==> config.mk <==
export PLATFORM = sky130hd
export DESIGN_NAME = cache_controller
export DESIGN_NICKNAME = d
export VERILOG_FILES = /design/src/rtl/cache_controller.sv
export SDC_FILE = /design/constraint.sdc
export NUM_CORES = 1
export LEC_CHECK = 0
export ABC_CLOCK_PERIOD_IN_PS = 2000
export BUFFER_PORTS_ARGS = -buffer_cell sky130_fd_sc_hd__buf_2
export CORE_ASPECT_RATIO = 0.75
export CORE_MARGIN = 8
export CORE_UTILIZATION = 45
export CTS_CLUSTER_SIZE = 16
export DETAILED_ROUTE_END_ITERATION = 10
export PLACE_DENSITY = 0.79
export RECOVER_POWER = 50
export SYNTH_ARGS = -nofsm -noshare
export SYNTH_HDL_FRONTEND = slang
export SYNTH_SLANG_ARGS = --single-unit
==> constraint.sdc <==
create_clock -name clk -period 2 [get_ports clk]
set_input_delay 0.3 -clock clk [delete_from_list [all_inputs] [get_ports clk]]
set_output_delay 0.3 -clock clk [all_outputs]
set_load 0.01 [all_outputs]
==> src/rtl/cache_controller.sv <==
// Sequencing FSM for the direct-mapped cache datapath: walks a run of consecutive
// addresses, issuing hit-check, fill and read strobes, and counts misses.
module cache_controller #(
    parameter int unsigned MEM_LATENCY = 4,
    parameter int unsigned ADDR_W      = 15,
    parameter int unsigned CNT_W       = 13
) (
    input  logic              clk,
    input  logic              rstN,
    input  logic              start,
    input  logic [ADDR_W-1:0] baseAddr,
    input  logic [CNT_W-1:0]  numAccesses,
    input  logic              hit,
    output logic [ADDR_W-1:0] address,
    output logic              checkHit,
    output logic              readCache,
    output logic              writeCache,
    output logic              readMem,
    output logic              hitCountEn,
    output logic              busy,
    output logic              done,
    output logic [CNT_W-1:0]  missCount
);

    localparam int unsigned LAT_W = 4;

    localparam logic [2:0] S_IDLE  = 3'd0;
    localparam logic [2:0] S_CHECK = 3'd1;
    localparam logic [2:0] S_HIT   = 3'd2;
    localparam logic [2:0] S_MEM   = 3'd3;
    localparam logic [2:0] S_FILL  = 3'd4;
    localparam logic [2:0] S_RDOUT = 3'd5;
    localparam logic [2:0] S_NEXT  = 3'd6;
    localparam logic [2:0] S_DONE  = 3'd7;

    logic [2:0]        state;
    logic [2:0]        next_state;
    logic [CNT_W-1:0]  remaining;
    logic [CNT_W-1:0]  remaining_nxt;
    logic [ADDR_W-1:0] address_nxt;
    logic [CNT_W-1:0]  miss_nxt;
    logic [LAT_W-1:0]  mem_cnt;
    logic [LAT_W-1:0]  mem_cnt_nxt;
    logic              check_nxt;
    logic              read_nxt;
    logic              write_nxt;
    logic              mem_nxt;
    logic              hcen_nxt;
    logic              busy_nxt;
    logic              done_nxt;

    // Next-state, datapath counters, and strobes decoded from the upcoming state
    always_comb begin
        next_state    = state;
        address_nxt   = address;
        remaining_nxt = remaining;
        miss_nxt      = missCount;
        mem_cnt_nxt   = mem_cnt;

        case (state)
            S_IDLE: begin
                if (start) begin
                    address_nxt   = baseAddr;
                    remaining_nxt = numAccesses;
                    miss_nxt      = '0;
                    next_state    = (numAccesses == '0) ? S_DONE : S_CHECK;
                end
            end
            S_CHECK: begin
                if (hit) begin
                    next_state = S_HIT;
                end else begin
                    next_state  = S_MEM;
                    mem_cnt_nxt = LAT_W'(MEM_LATENCY - 1);
                end
            end
            S_HIT:   next_state = S_NEXT;
            S_MEM: begin
                if (mem_cnt == '0) begin
                    next_state = S_FILL;
                end else begin
                    mem_cnt_nxt = mem_cnt - LAT_W'(1);
                end
            end
            S_FILL:  next_state = S_RDOUT;
            S_RDOUT: begin
                if (missCount != '1) begin
                    miss_nxt = missCount + CNT_W'(1);
                end
                next_state = S_NEXT;
            end
            S_NEXT: begin
                address_nxt   = address + ADDR_W'(1);
                remaining_nxt = remaining - CNT_W'(1);
                next_state    = (remaining == CNT_W'(1)) ? S_DONE : S_CHECK;
            end
            S_DONE:  next_state = S_IDLE;
            default: next_state = S_IDLE;
        endcase

        check_nxt = (next_state == S_CHECK);
        read_nxt  = (next_state == S_HIT) || (next_state == S_RDOUT);
        write_nxt = (next_state == S_FILL);
        mem_nxt   = (next_state == S_MEM);
        hcen_nxt  = (next_state == S_HIT);
        busy_nxt  = (next_state != S_IDLE);
        done_nxt  = (next_state == S_DONE);
    end

    always_ff @(posedge clk) begin
        if (!rstN) begin
            state      <= S_IDLE;
            address    <= '0;
            remaining  <= '0;
            missCount  <= '0;
            mem_cnt    <= '0;
            checkHit   <= 1'b0;
            readCache  <= 1'b0;
            writeCache <= 1'b0;
            readMem    <= 1'b0;
            hitCountEn <= 1'b0;
            busy       <= 1'b0;
            done       <= 1'b0;
        end else begin
            state      <= next_state;
            address    <= address_nxt;
            remaining  <= remaining_nxt;
            missCount  <= miss_nxt;
            mem_cnt    <= mem_cnt_nxt;
            checkHit   <= check_nxt;
            readCache  <= read_nxt;
            writeCache <= write_nxt;
            readMem    <= mem_nxt;
            hitCountEn <= hcen_nxt;
            busy       <= busy_nxt;
            done       <= done_nxt;
        end
    end

endmodule

==> metrics.md <==
| Metric | Value |
|---|---|
| Outcome | `completed` |
| Post-synth ARST share | `0%` |
| CP max FO | `9` |
| Fmax | `about 520 MHz` |
| Largest family of logic cells by synthesized area | `simple AND/OR/NAND/NOR gates` |
| Final WL | `roughly 8.4 mm` |
| Crit path launch type | `flip-flop` |
| Relative slew slack | `between 60 and 70%` |
| Hold wc startpoint | `baseAddr[10]` |
| Worst R2R Start | `mem_cnt[0]` |
| Final min period | `around 1.9 ns` |
| Simple-Gate Fraction of Synth Area | `a little under a third` |
| Fillers | `~580` |
| CTS Buf Count | `5` |
| Synth Net Count | `390` |
| Clock transition at path regs | `~0.10 ns` |
| Worst setup startpoint | `mem_cnt[0]` |
| Clock Tree Buf Depth | `2` |
| Worst setup EP type | `flip-flop` |
| Tot GR Track Use | `between 10% and 20%` |
| Yosys warns | `0` |
| Adder-Cell Fraction of Synth Area | `about 2.1%` |
| Post-Syn Area | `between 0.002 and 0.003 mm^2` |
| Grt ovf | `0` |
| Detailed placer's ending HPWL | `between 6 and 7 mm` |
| Clock sink total | `55` |
| Via count | `3111` |
| Initial antenna violation count | `0` |
| Clock skew | `a little over 0.008 ns` |
| Final setup violating endpoints | `0` |
| Vias in the first global route | `between 2000 and 3000` |
| Avg Inst Size Synth | `a little over 8 um^2` |
| Top_reg_cell synth | `dfxtp_1` |
| Worst R2R End | `writeCache` |
| Worst R2R Path Depth | `6` |
| Share of post-route cells with drive strength above 1 | `15.7%` |
| Root Buffer | `clkbuf_8` |
| Post-DRT Antenna Nets | `0` |
| Synth unique cells | `between 50 and 60` |
| Clock Latency Late Sink | `around 0.31 ns` |
| Top cell type's share of synthesized area | `37.6%` |
| I/O pin total | `between 60 and 70` |
| Worst hold stages | `3` |
| Power Density | `1110 mW/mm^2` |
| Die span in x | `around 110 um` |
| Num rows | `25` |
| P_leak | `1.22 nW` |
| Hold buffers post-CTS | `0` |
| Hold EP | `address[10]` |
| Xor/xnor cell area share of the yosys netlist | `less than 1%` |
| Final Util | `54.8%` |
| DRT iter0 DRCs | `roughly 250` |
| Most common cell after layout, fill and taps aside | `dfxtp_1` |
| Setup_tns | `0 ns` |
| Diodes inserted | `0` |
| Core ar. | `approximately 0.0063 mm^2` |
| Arrival time at the worst endpoint | `about 2.2 ns` |
| Req. time, crit path | `2.25 ns` |
| Synth-to-Final Area Change | `17.7%` |
| Number of buffers added on ports | `66` |
| # nets final | `about 460` |
| Total Power | `roughly 0.0038 W` |
| Initial core utilization | `~47%` |
| Die ar. | `~0.0094 mm^2` |
| MaxCap Viol Count | `0` |
| Die H | `approximately 86 um` |
| Area leader, netlist | `dfxtp_1` |
| Pin count of the biggest net entering global routing | `22` |
| Unrepaired setup endpoints after global routing | `no` |
| Ranking of synthesized cells by area | `dfxtp_1, a21oi_1, nand2_1, nand3_1, nor2_1` |
| DRC Markers | `0` |
| Final Slew Violations | `0` |
| Slew @ Worst Pin | `between 0.5 and 0.6 ns` |
| Compound-gate portion of the synthesized area | `between 20% and 30%` |
| Commonest non-fill, non-tap cells in the layout | `dfxtp_1, clkbuf_1, nand2_1` |
| GPL Wtd Cong | `approximately 0.89` |
| Global-route wire length before repair | `13.2 mm` |
| Post-route clock period utilization | `95.5%` |
| TritonCTS clock tree | `built` |
| Number of synthesized register bits | `55` |
| Worst vdd ir | `0.000543 V` |
| Drt wl/cell | `around 17 um` |
| Vias per inst | `6.20` |
| Hold WC Path Type | `in -> reg` |
| Max H-tree Level | `2` |
| Detailed-router iteration count before antenna repair | `5` |
| Reg2Reg Setup Slack | `just under 0.09 ns` |
| Share of synthesized area spent on multiplexers | `1.45%` |
| EDFF count, synth | `0` |
| Final Hold Fails | `0` |
| Mapped Cells | `about 350` |
| CP Class | `reg -> reg` |
| Register area share after synthesis | `a little under two fifths` |
## worst max-delay path: stages (launching register included)
cell,delay (ns)
dfxtp_1,0.35
inv_1,0.07
ha_1,0.15
or3b_1,0.48
a211o_1,0.35
a21oi_2,0.20
and4b_1,0.25
## state kept, by name, summed over array words and instances, names as in the netlist
register and flops:
address 15, busy 1, checkHit 1, done 1, hitCountEn 1, mem_cnt 4, missCount 13, readCache 1
readMem 1, remaining 13, state 3, writeCache 1
## stage by stage
step           area, um^2  cells  hold WS [ns]  setup WS [ns]
6_report             3440    502         0.214         0.0894
5_1_grt              3440    502         0.234        0.00580
4_1_cts              3460    502         0.207         0.0610
3_5_place_dp         3380    495         0.492         0.0862
3_3_place_gp         3380    495         0.474          0.137
2_1_floorplan        2930    353         0.436          0.233
## cells in the mapped netlist, types with 2 or more instances
| library cell | instances |
|---|---|
| o2bb2ai_1 | 2 |
| nand4_1 | 14 |
| and3b_1 | 3 |
| or4_1 | 11 |
| dfxtp_1 | 55 |
| or3_1 | 6 |
| nor4_1 | 7 |
| mux2i_1 | 2 |
| or3b_1 | 2 |
| nor2_1 | 24 |
| o2111ai_1 | 2 |
| o211ai_1 | 6 |
| inv_1 | 11 |
| buf_2 | 5 |
| nor2b_1 | 2 |
| nand2_1 | 33 |
| and4_1 | 5 |
| a21o_1 | 2 |
| ha_1 | 5 |
| nand3_1 | 20 |
| nand2b_1 | 5 |
| xor2_1 | 2 |
| clkbuf_1 | 14 |
| o21ai_0 | 11 |
| a211o_1 | 2 |
| a2bb2oi_1 | 3 |
| a21oi_1 | 29 |
| a211oi_1 | 6 |
| a311oi_1 | 2 |
| a22oi_1 | 3 |
| a31oi_1 | 12 |
| o311ai_0 | 7 |
| nor4b_1 | 2 |
| o31ai_1 | 7 |
| nor3_1 | 8 |
| nand4b_1 | 3 |
| nor4b_4 | 2 |
| mux2_2 | 2 |
| and3_1 | 2 |
## how the worst max path moves through the flow
stage | depth (start not counted) | to
after floorplan | 6 | remaining[10]
after global placement | 4 | readMem
after detailed placement | 6 | missCount[4]
after CTS | 6 | missCount[4]
after global routing | 6 | writeCache
final | 6 | writeCache
## per-layer routing
| metal | share of wire, % | up-vias | global-route usage [%] |
|---|---|---|---|
| met5 | 0 | - | 0 |
| met1 | 46 | 1467 | 24.7 |
| met2 | 44 | 138 | 24.2 |
| li1 | - | 1497 | - |
| met4 | 1.1 | 0 | 4.96 |
| met3 | 8.8 | 9 | 4.19 |
## cells by family after synthesis
| kind of cell | after synthesis |
|---|---|
| AO/OA/AOI/OAI | 99 |
| flip-flops | 55 |
| buffers and inverters | 31 |
| adder cells (fa/ha/maj) | 5 |
| AND/OR/NAND/NOR | 156 |
| XOR/XNOR | 3 |
| multiplexers | 4 |
## where the power goes
part | leakage [nW] | switching (W) | internal [W] | total (W)
Sequential | 0.449 | 0.000261 | 0.00132 | 0.00158
Combinational | 0.724 | 0.00101 | 0.000633 | 0.00164
Clock | 0.0440 | 0.000374 | 0.000241 | 0.000615
Total | 1.22 | 0.00164 | 0.00219 | 0.00384
## cell type report
type | count | area, um^2 | area share, %
sequential | 55 | 1100 | 32.0
multi-input combinational | 267 | 1720 | 50.0
tap | 81 | 101 | 2.94
timing repair buffer | 81 | 397 | 11.5
clock buffer | 5 | 68.8 | 2.00
inverter | 11 | 41.3 | 1.20
clock inverter | 2 | 13.8 | 0.400
## repair_timing
action                     4_1_cts  5_1_grt
setup endpoints to repair        0        5
setup buffers                    0        0
gates resized for setup          0        5
(Power assumes the default switching activity.)
